`config.mk`:
```
export PLATFORM = sky130hd
export DESIGN_NAME = dmem_arbiter
export DESIGN_NICKNAME = d
export VERILOG_FILES = /design/src/rtl/dmem_arbiter.sv
export SDC_FILE = /design/constraint.sdc
export NUM_CORES = 1
export LEC_CHECK = 0
export ABC_AREA = 1
export CAP_MARGIN = 10
export CORE_MARGIN = 3
export CORE_UTILIZATION = 42
export DETAILED_ROUTE_END_ITERATION = 7
export GPL_TIMING_DRIVEN = 1
export PLACE_DENSITY_LB_ADDON = 0.3
export SKIP_LAST_GASP = 1
export SLEW_MARGIN = 0
export SYNTH_ARGS = -nofsm -noshare
export SYNTH_HDL_FRONTEND = slang
export SYNTH_SLANG_ARGS = --single-unit
```
`constraint.sdc`:
```
create_clock -name clk -period 1.5 [get_ports clk]
set_clock_uncertainty 0.15 [all_clocks]
set_input_delay 0.3 -clock clk [delete_from_list [all_inputs] [get_ports clk]]
set_output_delay 0.3 -clock clk [all_outputs]
set_load 0.05 [all_outputs]
```
`src/rtl/dmem_arbiter.sv`:
```
`default_nettype none
// ============================================================================
// Module   : dmem_arbiter
// Purpose  : Two-port (CPU / HOST) arbiter and access sequencer for a
//            single-port, word-addressed data memory with 1-cycle synchronous
//            read latency. One access every 3 cycles: IDLE -> ISSUE -> CAPTURE.
// Config   : DMEM_ARB_RR_EN defined   -> round-robin tie-break on last owner
//            DMEM_ARB_RR_EN undefined -> fixed priority, CPU wins ties
// Revision : 1.0 - initial release
// ============================================================================
module dmem_arbiter #(
  parameter int ADDR_W = 10,
  parameter int DATA_W = 32
) (
  input  logic              clk,
  input  logic              rst_n,
  input  logic              cpu_req_i,
  input  logic              cpu_we_i,
  input  logic [ADDR_W-1:0] cpu_addr_i,
  input  logic [DATA_W-1:0] cpu_wdata_i,
  input  logic              host_req_i,
  input  logic              host_we_i,
  input  logic [ADDR_W-1:0] host_addr_i,
  input  logic [DATA_W-1:0] host_wdata_i,
  output logic              cpu_gnt_o,
  output logic              cpu_ack_o,
  output logic [DATA_W-1:0] cpu_rdata_o,
  output logic              host_gnt_o,
  output logic              host_ack_o,
  output logic [DATA_W-1:0] host_rdata_o,
  output logic              mem_en_o,
  output logic              mem_we_o,
  output logic [ADDR_W-1:0] mem_addr_o,
  output logic [DATA_W-1:0] mem_wdata_o,
  input  logic [DATA_W-1:0] mem_rdata_i,
  output logic              busy_o
);

  typedef enum logic [1:0] {
    S_IDLE    = 2'd0,
    S_ISSUE   = 2'd1,
    S_CAPTURE = 2'd2
  } state_e;

  localparam logic c_OWN_CPU  = 1'b0;
  localparam logic c_OWN_HOST = 1'b1;

  state_e              state_q, state_d;
  logic                owner_q, owner_d;
  logic                last_owner_q, last_owner_d;
  logic                we_q, we_d;
  logic                cpu_gnt_q, cpu_gnt_d;
  logic                host_gnt_q, host_gnt_d;
  logic                cpu_ack_q, cpu_ack_d;
  logic                host_ack_q, host_ack_d;
  logic [DATA_W-1:0]   cpu_rdata_q, cpu_rdata_d;
  logic [DATA_W-1:0]   host_rdata_q, host_rdata_d;
  logic                mem_en_q, mem_en_d;
  logic                mem_we_q, mem_we_d;
  logic [ADDR_W-1:0]   mem_addr_q, mem_addr_d;
  logic [DATA_W-1:0]   mem_wdata_q, mem_wdata_d;
  logic                busy_q, busy_d;

  logic                w_tie_host;
  logic                w_pick_host;

  // On a simultaneous request: HOST wins only if CPU owned the last access
`ifdef DMEM_ARB_RR_EN
  assign w_tie_host = (last_owner_q == c_OWN_CPU);
`else
  assign w_tie_host = 1'b0;
`endif

  assign w_pick_host = host_req_i & (~cpu_req_i | w_tie_host);

  // Next-state decode; every output is computed here and registered below
  always_comb begin
    state_d      = state_q;
    owner_d      = owner_q;
    last_owner_d = last_owner_q;
    we_d         = we_q;
    cpu_gnt_d    = 1'b0;
    host_gnt_d   = 1'b0;
    cpu_ack_d    = 1'b0;
    host_ack_d   = 1'b0;
    cpu_rdata_d  = cpu_rdata_q;
    host_rdata_d = host_rdata_q;
    mem_en_d     = 1'b0;
    mem_we_d     = 1'b0;
    mem_addr_d   = mem_addr_q;
    mem_wdata_d  = mem_wdata_q;

    case (state_q)
      S_IDLE: begin
        if (cpu_req_i || host_req_i) begin
          owner_d     = w_pick_host ? c_OWN_HOST : c_OWN_CPU;
          we_d        = w_pick_host ? host_we_i : cpu_we_i;
          mem_addr_d  = w_pick_host ? host_addr_i : cpu_addr_i;
          mem_wdata_d = w_pick_host ? host_wdata_i : cpu_wdata_i;
          mem_en_d    = 1'b1;
          mem_we_d    = we_d;
          cpu_gnt_d   = ~w_pick_host;
          host_gnt_d  = w_pick_host;
          state_d     = S_ISSUE;
        end
      end
      S_ISSUE: begin
        // Memory has the command now; address/data simply hold
        last_owner_d = owner_q;
        state_d      = S_CAPTURE;
      end
      S_CAPTURE: begin
        // mem_rdata is valid in this cycle for a read issued last cycle
        if (owner_q == c_OWN_HOST) begin
          host_ack_d = 1'b1;
          if (!we_q) host_rdata_d = mem_rdata_i;
        end else begin
          cpu_ack_d = 1'b1;
          if (!we_q) cpu_rdata_d = mem_rdata_i;
        end
        state_d = S_IDLE;
      end
      default: state_d = S_IDLE;
    endcase

    busy_d = (state_d != S_IDLE);
  end

  // State and output registers; reset drops any access in flight
  always_ff @(posedge clk or negedge rst_n) begin
    if (!rst_n) begin
      state_q      <= S_IDLE;
      owner_q      <= c_OWN_CPU;
      last_owner_q <= c_OWN_HOST;
      we_q         <= 1'b0;
      cpu_gnt_q    <= 1'b0;
      host_gnt_q   <= 1'b0;
      cpu_ack_q    <= 1'b0;
      host_ack_q   <= 1'b0;
      cpu_rdata_q  <= '0;
      host_rdata_q <= '0;
      mem_en_q     <= 1'b0;
      mem_we_q     <= 1'b0;
      mem_addr_q   <= '0;
      mem_wdata_q  <= '0;
      busy_q       <= 1'b0;
    end else begin
      state_q      <= state_d;
      owner_q      <= owner_d;
      last_owner_q <= last_owner_d;
      we_q         <= we_d;
      cpu_gnt_q    <= cpu_gnt_d;
      host_gnt_q   <= host_gnt_d;
      cpu_ack_q    <= cpu_ack_d;
      host_ack_q   <= host_ack_d;
      cpu_rdata_q  <= cpu_rdata_d;
      host_rdata_q <= host_rdata_d;
      mem_en_q     <= mem_en_d;
      mem_we_q     <= mem_we_d;
      mem_addr_q   <= mem_addr_d;
      mem_wdata_q  <= mem_wdata_d;
      busy_q       <= busy_d;
    end
  end

  assign cpu_gnt_o    = cpu_gnt_q;
  assign host_gnt_o   = host_gnt_q;
  assign cpu_ack_o    = cpu_ack_q;
  assign host_ack_o   = host_ack_q;
  assign cpu_rdata_o  = cpu_rdata_q;
  assign host_rdata_o = host_rdata_q;
  assign mem_en_o     = mem_en_q;
  assign mem_we_o     = mem_we_q;
  assign mem_addr_o   = mem_addr_q;
  assign mem_wdata_o  = mem_wdata_q;
  assign busy_o       = busy_q;

endmodule

`default_nettype wire
```
==> impl_metrics.tcl <==
set metrics [dict create \
    avgSynthCellArea_sq_um 8.10 \
    grt_pass1_vias 5532 \
    min_period_ps 1460 \
    die_h_um 116 \
    ys_ff_latch 117 \
    powerDensity_nw_per_um2 2720 \
    syn-num-nets 754 \
    hpwl_um 12100 \
    max-slew-margin-rel 0.677 \
    drv_slew 0 \
    clockBufferDepth 2 \
    synth_cells 632 \
    root_buffer "clkbuf_16" \
    cts_tree "yes" \
    clk_pin_slew_ps 50 \
    initial_core_util 0.439 \
    pwr-share-comb 0.592 \
    wl_per_cell_um 16.9 \
    critical_path_class "flop to output pin" \
    fin_hold_ws_ps 302 \
    required_ps 1050 \
    p_leak_nw 4.76 \
    yosysTopAreaCell "dfrtp_1" \
    dr_wl_met3_um 1640 \
    final_cell_area_sq_um 9500 \
    path_buf_inv 1 \
    drive_gt1_frac 0.207 \
    switching_share 0.443 \
    vias_per_cell 5.19 \
    grt_pass1_wl_um 27100 \
    tns_ps 0 \
    fin_cells 1026 \
    place_area_sq_um 8850 \
    grt_max_degree 80 \
    power_switching_mw 11.5 \
    ios 235 \
    drt_iter0_drc 514 \
    slowest_delay_ps 440 \
    worstPathArrival_ps 1010 \
    hold_class "primary input to async pin" \
    gr-usage-all-layers 0.259 \
    p_int_mw 14.4 \
    critPathLaunch "mem_wdata_o[26]" \
    cp_cell_sequence "buf_12" \
    ys_seq_area_frac 0.572 \
    worst_slew_pin_slew_ps 484 \
    insertion_delay_ps 410 \
    pwr-share-clk 0.160 \
    hold_violations 0 \
    dp_cells 993 \
    run_status "finished clean" \
    max-cap-violations 0 \
    synth_warnings 0 \
    crit_slowest_cell "dfrtp_2" \
    worstSetupEndpointType "output pin" \
    wl_met1_um 6250 \
    syn_to_final_growth_pct 85.5 \
    wirelength_um 17400 \
    synth_top_area_frac 0.572 \
    postCtsSetupRepairBufs 0 \
    power.total_mw 25.9 \
    gp_congestion 0.818 \
    portBuffers 234 \
    vias 5325 \
    ir_worst_vdd_mv 1.42 \
    die_area_sq_um 13600 \
    cp_max_fo 2 \
    antenna_left 0 \
    worst_slack_ps 44.2 \
    std_cell_rows 39 \
    p_seq_frac 0.248 \
    finalSetupViolations 0 \
    path_delay_family "flip-flops" \
    ys_top_cells_by_area "dfrtp_1, nand2_1, nand3_1" \
    htree_levels 4 \
    die_w_um 116 \
    drt-pass1-iter-count 6 \
    antenna_found_initial 0 \
    route.met2.wl_um 9010 \
    place_ws_ps -287 \
    drc 0 \
    cts_num_sinks 117 \
    r2r-start "state_q[0]" \
    cts_inserted_buffers 17 \
    final_core_utilization 0.814 \
    top_layer_used "met4" \
    num-nets-final 993 \
    period_share 0.971 \
    fmax_mhz 687 \
    num_antenna_cells 0 \
    yosysUniqueCellTypes 15 \
    start_kind "flop" \
    overflow 0 \
    core_sq_um 11700 \
    syn_area_sq_um 5120 \
]
==> cell families (layout without fill, tap and decap cells) <==
logic type | count (synthesis) | after routing | synth area share
simple gates | 466 | 466 | 0.373
flops | 117 | 117 | 0.572
buf+inv | 46 | 297 | 0.0503
compound gates | 3 | 3 | 0.00513
==> area by class of cell <==
class,count,area (sq um)
inverter,6,25.0
multi-input combinational,469,1930
fill,668,2170
clock buffer,22,484
sequential,117,2930
tap,143,179
timing repair buffer,260,3820
clock inverter,9,125
==> cell usage after synthesis, drive strengths merged <==
cell and number:
buf 35, dfrtp 117, nor2 12, nand2 347
inv 6, nand3 107, clkbuf 5, a21oi 2
o21ai 1
==> per-layer routing <==
| metal | global-route usage | vias up |
|---|---|---|
| met3 | 0.0772 | 38 |
| met4 | 0.118 | 0 |
| met5 | 0 | - |
| met1 | 0.300 | 2505 |
| met2 | 0.443 | 312 |
| li1 | - | 2470 |
==> cell usage in the layout (no fill, tap or decap), types with 2 or more instances in the layout <==
| cell type | synthesis | routed |
|---|---|---|
| a21oi_1 | 2 | 2 |
| buf_12 | 0 | 124 |
| buf_4 | 14 | 14 |
| bufinv_16 | 0 | 3 |
| clkbuf_16 | 0 | 18 |
| clkbuf_8 | 0 | 4 |
| clkdlybuf4s50_1 | 0 | 119 |
| clkinv_2 | 0 | 4 |
| clkinvlp_4 | 0 | 2 |
| dfrtp_1 | 117 | 116 |
| inv_2 | 4 | 4 |
| nand2_1 | 345 | 345 |
| nand2_2 | 2 | 2 |
| nand3_1 | 107 | 107 |
| nor2_1 | 8 | 8 |
| nor2_2 | 2 | 2 |
| nor2_4 | 2 | 2 |
==> path summary, 6_finish.rpt <==
path | to | cells past startpoint | slack, ps
worst max-delay path | mem_wdata_o[26] | 1 | 40
worst min-delay path | cpu_rdata_o[31] | 3 | 300
worst max register to register | cpu_rdata_o[17] | 7 | 70
min in group clk | mem_en_o | 5 | 310
max in group asynchronous | mem_wdata_o[26] | 3 | 460
worst min register to register | cpu_rdata_o[15] | 2 | 380
==> registers in the layout, summed over array words and instances, names as in the netlist, 2 cells and up <==
register and count:
cpu_rdata_o 32, mem_addr_o 10, state_q 2, mem_wdata_o 32, host_rdata_o 32
==> what timing repair did <==
| item | in CTS | in global routing |
|---|---|---|
| hold endpoints to repair | 117 | 0 |
| cloned | 0 | 1 |
| endpoints found under the setup margin | 1 | 18 |
| resized for setup | 1 | 2 |
| hold buffers | 1 | 0 |
==> power groups by stage <==
stage | sequential, mW | combinational, mW | clock (mW)
6_report | 6.42 | 15.3 | 4.14
5_1_grt | 6.60 | 16.0 | 4.31
4_1_cts | 6.42 | 15.3 | 4.17
3_5_place_dp | 6.41 | 15.3 | 0
3_3_place_gp | 6.36 | 14.9 | 0
2_1_floorplan | 10.6 | 2.58 | 0
Note: power is estimated with default switching activity, not from simulation.
